$ cat config.mk
export PLATFORM = sky130hd
export DESIGN_NAME = commu_push_pk
export DESIGN_NICKNAME = d
export VERILOG_FILES = /design/src/rtl/commu_push_pk.sv
export SDC_FILE = /design/constraint.sdc
export NUM_CORES = 1
export LEC_CHECK = 0
export CORE_MARGIN = 10
export CORE_UTILIZATION = 42
export DETAILED_ROUTE_END_ITERATION = 16
export PLACE_DENSITY = 0.73
export SYNTH_ARGS = -nofsm -noshare
export SYNTH_HDL_FRONTEND = slang
export SYNTH_SLANG_ARGS = --single-unit
export TNS_END_PERCENT = 10
$ cat constraint.sdc
create_clock -name clk_sys -period 2.6 [get_ports clk_sys]
set_input_delay 0.26 -clock clk_sys [delete_from_list [all_inputs] [get_ports clk_sys]]
set_output_delay 0.26 -clock clk_sys [all_outputs]
set_load 0.03 [all_outputs]
$ cat src/rtl/commu_push_pk.sv
// commu_push_pk: packet pusher between the frame buffer and the commu tx
// serialiser. Reads len_pkg bytes, packs BPW bytes per tx word (first byte
// in the MS byte), fires one word at a time and waits for done_tx.
// Optional feature macro: COMMU_PUSH_TIMEOUT_EN (done_tx timeout -> ERR).
module commu_push_pk #(
  parameter int DW    = 8,
  parameter int BPW   = 2,
  parameter int LEN_W = 16,
  parameter int TO_W  = 16
) (
  input  logic                       clk_sys,
  input  logic                       rst,
  input  logic                       fire_push,
  output logic                       done_push,
  output logic                       err_push,
  input  logic [LEN_W-1:0]           len_pkg,
  input  logic [TO_W-1:0]            to_lim,
  output logic                       buf_rd,
  output logic                       buf_frm,
  input  logic [DW-1:0]              buf_q,
  output logic                       fire_tx,
  output logic [DW*BPW-1:0]          data_tx,
  output logic [$clog2(BPW+1)-1:0]   nb_tx,
  input  logic                       done_tx
);

  localparam int W    = DW * BPW;
  localparam int NB_W = $clog2(BPW + 1);

  typedef enum logic [3:0] {
    ST_IDLE, ST_LOAD, ST_READ, ST_CAPT, ST_FIRE, ST_WAIT, ST_NEXT, ST_DONE, ST_ERR
  } state_t;

  state_t            state_q, state_d;
  logic [LEN_W-1:0]  rem_q, rem_d;
  logic [NB_W-1:0]   n_q, n_d;
  logic [NB_W-1:0]   rd_cnt_q, rd_cnt_d;
  logic [W-1:0]      sh_q, sh_d;
  logic              cap_q, cap_d;
  logic              done_push_q, done_push_d;
  logic              buf_rd_q, buf_rd_d;
  logic              buf_frm_q, buf_frm_d;
  logic              fire_tx_q, fire_tx_d;
  logic [W-1:0]      data_tx_q, data_tx_d;
  logic [NB_W-1:0]   nb_tx_q, nb_tx_d;
  logic [NB_W-1:0]   n_calc;

`ifdef COMMU_PUSH_TIMEOUT_EN
  logic              err_push_q, err_push_d;
  logic [TO_W-1:0]   to_cnt_q, to_cnt_d;
`else
  logic              unused_to_lim;
  assign unused_to_lim = ^to_lim;
`endif

  // Bytes for the next word: a full word unless fewer than BPW remain.
  always_comb begin
    n_calc = (rem_q >= LEN_W'(BPW)) ? NB_W'(BPW) : rem_q[NB_W-1:0];
  end

  // Next-state and next-output computation for the whole pusher.
  always_comb begin
    state_d   = state_q;
    rem_d     = rem_q;
    n_d       = n_q;
    rd_cnt_d  = rd_cnt_q;
    sh_d      = sh_q;
    cap_d     = buf_rd_q;
    fire_tx_d = 1'b0;
    data_tx_d = data_tx_q;
    nb_tx_d   = nb_tx_q;
`ifdef COMMU_PUSH_TIMEOUT_EN
    to_cnt_d  = to_cnt_q;
`endif
    if (cap_q) begin
      sh_d = (sh_q << DW) | W'(buf_q);
    end
    case (state_q)
      ST_IDLE: begin
        if (fire_push) begin
          state_d = ST_LOAD;
          rem_d   = len_pkg;
        end
      end
      ST_LOAD, ST_NEXT: begin
        if (rem_q == '0) begin
          state_d   = ST_DONE;
          data_tx_d = '0;
          nb_tx_d   = '0;
        end else begin
          state_d  = ST_READ;
          n_d      = n_calc;
          rd_cnt_d = '0;
          sh_d     = '0;
        end
      end
      ST_READ: begin
        if (rd_cnt_q == n_q - 1'b1) begin
          state_d = ST_CAPT;
          rem_d   = rem_q - LEN_W'(n_q);
        end else begin
          rd_cnt_d = rd_cnt_q + 1'b1;
        end
      end
      ST_CAPT: begin
        state_d = ST_FIRE;
      end
      ST_FIRE: begin
        state_d   = ST_WAIT;
        fire_tx_d = 1'b1;
        nb_tx_d   = n_q;
        data_tx_d = sh_q;
        for (int i = 0; i < BPW; i++) begin
          if (i < BPW - int'(n_q)) begin
            data_tx_d = data_tx_d << DW;
          end
        end
`ifdef COMMU_PUSH_TIMEOUT_EN
        to_cnt_d = '0;
`endif
      end
      ST_WAIT: begin
        if (done_tx && !fire_tx_q) begin
          state_d = ST_NEXT;
`ifdef COMMU_PUSH_TIMEOUT_EN
        end else if ((to_lim != '0) && (to_cnt_q + 1'b1 == to_lim)) begin
          state_d   = ST_ERR;
          data_tx_d = '0;
          nb_tx_d   = '0;
        end else begin
          to_cnt_d = to_cnt_q + 1'b1;
`endif
        end
      end
      ST_DONE, ST_ERR: begin
        state_d = ST_IDLE;
      end
      default: begin
        state_d = ST_IDLE;
      end
    endcase
    done_push_d = (state_d == ST_DONE);
    buf_rd_d    = (state_d == ST_READ);
    buf_frm_d   = (state_d != ST_IDLE);
`ifdef COMMU_PUSH_TIMEOUT_EN
    err_push_d  = (state_d == ST_ERR);
`endif
  end

  // State, counters and registered outputs; synchronous reset clears all.
  always_ff @(posedge clk_sys) begin
    if (rst) begin
      state_q     <= ST_IDLE;
      rem_q       <= '0;
      n_q         <= '0;
      rd_cnt_q    <= '0;
      sh_q        <= '0;
      cap_q       <= 1'b0;
      done_push_q <= 1'b0;
      buf_rd_q    <= 1'b0;
      buf_frm_q   <= 1'b0;
      fire_tx_q   <= 1'b0;
      data_tx_q   <= '0;
      nb_tx_q     <= '0;
`ifdef COMMU_PUSH_TIMEOUT_EN
      err_push_q  <= 1'b0;
      to_cnt_q    <= '0;
`endif
    end else begin
      state_q     <= state_d;
      rem_q       <= rem_d;
      n_q         <= n_d;
      rd_cnt_q    <= rd_cnt_d;
      sh_q        <= sh_d;
      cap_q       <= cap_d;
      done_push_q <= done_push_d;
      buf_rd_q    <= buf_rd_d;
      buf_frm_q   <= buf_frm_d;
      fire_tx_q   <= fire_tx_d;
      data_tx_q   <= data_tx_d;
      nb_tx_q     <= nb_tx_d;
`ifdef COMMU_PUSH_TIMEOUT_EN
      err_push_q  <= err_push_d;
      to_cnt_q    <= to_cnt_d;
`endif
    end
  end

  assign done_push = done_push_q;
  assign buf_rd    = buf_rd_q;
  assign buf_frm   = buf_frm_q;
  assign fire_tx   = fire_tx_q;
  assign data_tx   = data_tx_q;
  assign nb_tx     = nb_tx_q;
`ifdef COMMU_PUSH_TIMEOUT_EN
  assign err_push  = err_push_q;
`else
  assign err_push  = 1'b0;
`endif

endmodule

Yosys cells after proc, flatten, opt, wreduce, memory -nomap -nowiden:

Cells that the tools add are included.

* input port bits: 44
* flip-flop bits (word level): 63
* bits in read-only memories: 0
* latch bits: 0
* output and inout bits: 23
* bits in writable memories: 0
* memories: 0

* mux-type cells: 22
* eq/ne operators: 14
* reductions and logical operators: 13
* divide/modulo/power cells: 0
* $add $sub $neg: 4
* bitwise logic cells: 2
* $mul: 0
* magnitude comparators: 3
* shift operators: 0

Operator list (count)
* $mux W16: 8
* $pmux W16 S2: 2
* $pmux W4 S6: 1
* $eq A4 B3 Y1 const B: 4
* $ge A16 B2 Y1 const B: 1
* $logic_not A16 Y1: 1
* $or A16 B8 Y16: 1
* $sub A16 B2 Y16: 1
* $eq A4 B2 Y1 const B: 3
* $mux W4: 3
* $ne A2 B2 Y1 const B: 5
* $mux W2: 4
* $pmux W2 S2: 2
* $reduce_and A3 Y1: 2
* $reduce_bool A2 Y1: 3
* $eq A4 B1 Y1 const B: 1
* $logic_not A4 Y1: 1
* $reduce_and A2 Y1: 2
* $reduce_bool A4 Y1: 1
* $lt A1 B3 Y1 const A: 1
* $lt A2 B3 Y1 const A: 1
* $mux W3: 1
* $sub A2 B2 Y3 const A: 1
* $add A2 B1 Y2 const B: 1
* 7 further kinds: 7

Depth between registers and ports, before layout:

Gate-level depths: netlist of run 1.

* depth after elaboration: 5
* mapped depth: 9

Worst setup path before layout of run 1:

OpenSTA, ideal clock, no wires.

* path type: register -> register
* from: register n_q[1]
* to: register rem_q[15]
* required time: 2.464 ns
* stages on the path, launching flop included: 8
* slack: 0.570 ns
* path buffers: 1
* arrival: 1.894 ns
* path through: dfxtp_1 -> inv_1 -> ha_1 -> nor2b_1 -> or4_1 -> clkbuf_1 -> o311ai_0 -> a31oi_1

* word-level cells in the longest chain between the ends: 4
* elaborated cells between the ends (all ways): 7

Ends and longest elaborated chain
* start: declaration: RTL line 36 `logic [NB_W-1:0] n_q, n_d;`
* start signal: assignment: RTL line 172 `n_q <= n_d;`
* branches (longest 4 deep; another with $sub A16 B2 Y16)
* end signal: assignment: RTL line 171 `rem_q <= rem_d;`
* end: declaration: RTL line 35 `logic [LEN_W-1:0] rem_q, rem_d;`

Parallel ways; which one is timed is not known. The select of a mux whose other input is x is not followed.
A chain may end at the register's enable or synchronous reset.

Worst setup path in the final report of run 1:

* from: register n_q[0]
* to: register rem_q[10]

Same word-level chain as after synthesis.

==> results.py, run 1 <==
metrics = {
    "outcome": {
        "outcome": "completed",
    },
    "finish": {
        "mostFrequentLayoutCells": "dfxtp_1, clkdlybuf4s50_1, nor2_1",
        "final_common_cell": "dfxtp_1",
        "antenna_cells": 0,
        "drive_gt1_share_pct": 9.95,
        "area_delta_synth_final_pct": 26.5,
        "nNetsFinal": 447,
        "stdcell_count": 498,
    },
    "synthesis": {
        "synth-edff-count": 0,
        "ys_seq_area_share_pct": 41.4,
        "synth.area.top_cells": "dfxtp_1, nor2_1, mux2i_1",
        "syn_avg_cell_area_sq_um": 8.73,
        "synth_flop_cell": "dfxtp_1",
        "synth_top_family_by_area": "compound AO/OA/AOI/OAI gates",
        "synth_adder_area_share_pct": 2.71,
        "ys_ff_latch": 63,
        "synth_xor_area_share_pct": 1.15,
        "synth_cell_type_count": 55,
        "async_reset_ff_share_pct": 0,
        "ys_warn_count": 0,
        "synth_simple_gate_area_share_pct": 19.9,
        "synth.top_cell.area_share_pct": 41.4,
        "synth_mux_area_share_pct": 5.96,
        "synth_area_leader_cell": "dfxtp_1",
        "netlist_instances": 349,
        "synth_compound_area_share_pct": 23.3,
        "netlist_area_sq_mm": 0.00305,
    },
    "placement": {
        "hpwlAfterDp_microns": 5440,
        "gp_congestion": 0.894,
        "dpl.cell_count": 482,
        "io_buffers": 49,
        "place_ws_ns": 0.371,
    },
    "route": {
        "drt_first_pass_iters": 5,
        "wl_per_cell_microns": 15.9,
        "routed_wl_microns": 7900,
        "wl_met1_microns": 3530,
        "via_count": 2730,
        "drc": 0,
        "antenna_left": 0,
        "dr_wl_met2_microns": 3750,
        "top_layer": "met4",
        "met3WireLength_microns": 575,
        "drt_iter0_markers": 157,
        "drt-vias-per-instance": 5.48,
    },
    "cts": {
        "cts_max_level": 3,
        "cts_resized": 0,
        "cts_tree": "built",
        "clkSinkCount": 63,
        "clk_latency_ns": 0.34,
        "clock-root-buffer": "clkbuf_8",
        "cts_max_path_buffers": 2,
        "path_clk_slew_ns": 0.08,
        "postCtsHoldBufs": 0,
        "postCtsSetupBuffers": 0,
        "cts_buffers": 9,
    },
    "floorplan": {
        "die_h_microns": 105,
        "core_sq_mm": 0.00691,
        "rows": 30,
        "start_util_pct": 44.1,
        "die_w_microns": 105,
        "io-pin-count": 67,
        "die_area_sq_mm": 0.0111,
    },
    "timing": {
        "grt_setup_unrepaired": "false",
        "maxSlewViolCount": 0,
        "worst_slew_pin_slew_ns": 0.940,
        "fin_crit_sh_pct": 86.3,
        "skew_ns": 0.00924,
        "setup_viol": 0,
        "slew_headroom_pct": 37.3,
        "setup_ws_ns": 0.357,
        "hold_viol_final": 0,
        "max_freq_ghz": 0.446,
        "post-route-min-period_ns": 2.24,
        "tns_ns": 0,
    },
    "global_routing": {
        "antenna_found_initial": 0,
        "grt_pass1_vias": 2766,
        "track_usage_pct": 14.8,
        "grt_max_degree": 49,
        "grt_pass1_wl_microns": 13700,
        "overflow": 0,
    },
    "power_and_ir_drop": {
        "ir_worst_vdd_mv": 0.368,
        "p_per_area_mw_per_mm2": 577,
        "swShare_pct": 25.9,
        "p_sw_mw": 0.575,
        "p_seq_share_pct": 45.6,
        "leakage_nw": 1.36,
        "clockPowerShare_pct": 42.8,
        "comb_power_share_pct": 11.5,
        "intPower_mw": 1.65,
    },
    "critical_path": {
        "worstPathArrival_ns": 2.47,
        "critPathMaxFanout": 15,
        "endpoint_kind": "flip-flop",
        "startpoint_type": "flip-flop",
        "reg2regPathDepth": 8,
        "critPathKind": "flip-flop to flip-flop",
        "required_ns": 2.83,
    },
    "hold_path": {
        "min_path_type": "flip-flop to flip-flop",
        "hold_depth": 1,
    },
    "flow_run": {
        "drv_cap": 0,
    },
}
==> cell type report <==
cell class | count | area, sq um
well taps | 96 | 120
flip-flops and latches | 63 | 1260
inverters | 11 | 41.3
multi-input cells | 252 | 1620
fillers | 646 | 3050
repair buffers | 60 | 586
clock buffers | 9 | 124
clock inverters | 7 | 96.3
==> stage by stage <==
| step | hold slack [ns] | cell area, sq um | utilization [%] | power (mW) |
|---|---|---|---|---|
| after floorplan | 0.407 | 3050 | - | 1.19 |
| after global routing | 0.485 | 3850 | 55.8 | 2.33 |
| after CTS | 0.468 | 3850 | 55.8 | 2.24 |
| after global placement | 0.455 | 3630 | 52.6 | 1.29 |
| final | 0.463 | 3850 | 55.8 | 2.22 |
| after detailed placement | 0.457 | 3630 | 52.6 | 1.29 |
==> final timing paths <==
path / startpoint / to / slack (ns)
worst max-delay path: n_q[0] / rem_q[10] / 0.36
worst min-delay path: buf_rd / cap_q / 0.46
worst max register to register: n_q[0] / rem_q[10] / 0.36
worst min register to register: buf_rd / cap_q / 0.46
==> cell families after synthesis <==
group | after synthesis
other | 1
and+or+nand+nor | 120
xor gates and xnor gates | 4
adders and majority gates | 6
muxes | 18
DFF | 63
AOI/OAI and AO/OA | 102
buffers and inverters | 35
==> cells in the mapped netlist (3+ instances only) <==
master     n
a41oi_1    3
nor3_1     8
a211oi_1   7
ha_1       5
dfxtp_1   63
clkbuf_1  15
a22o_1     8
nor4_1     5
o41ai_1    3
nor2b_1    4
nor2_1    47
buf_6      3
xor2_1     3
a22oi_1   15
o21ai_0   17
inv_1     10
nand3_1    8
a21oi_1   29
nand2b_1   7
a31oi_1    4
mux2i_1   17
and2_1     3
buf_2      5
nand2_1   20
o32ai_1    3
==> critical path, cell delays in order (launching register included) <==
cell      delay, ns
dfxtp_1        0.45
inv_1          0.12
ha_1           0.34
xor2_1         0.21
a31oi_1        0.12
nand2b_1       0.32
buf_4          0.27
o21ai_0        0.20
a21oi_1        0.09
==> flip-flops by register name, summed over array words and instances, names as in the netlist <==
register	count
buf_frm	1
done_push	1
fire_tx	1
n_q	2
nb_tx	2
sh_q	16
buf_rd	1
rem_q	16
cap_q	1
state_q	4
data_tx	16
rd_cnt_q	2
==> power by group through the flow <==
stage / sequential (mW) / combinational, mW / clock, mW
finish: 1.01 / 0.257 / 0.952
global route: 1.02 / 0.286 / 1.02
CTS: 1.01 / 0.255 / 0.969
detailed placement: 1.04 / 0.253 / 0
global placement: 1.04 / 0.250 / 0
floorplan: 1.03 / 0.166 / 0
==> metal layers <==
metal,up-vias,GRT usage (%)
li1,1354,-
met1,1287,17.9
met2,83,23.4
met3,6,6.82
met4,0,3.63
met5,-,0
Note: power is estimated with default switching activity, not from simulation.
==> run 2: changes to the inputs <==
Settings changed: CAP_MARGIN set to 20, TNS_END_PERCENT 10 to 1.
==> results of run 2 <==
Final layout, timing and power as in run 1 (identical DEF).
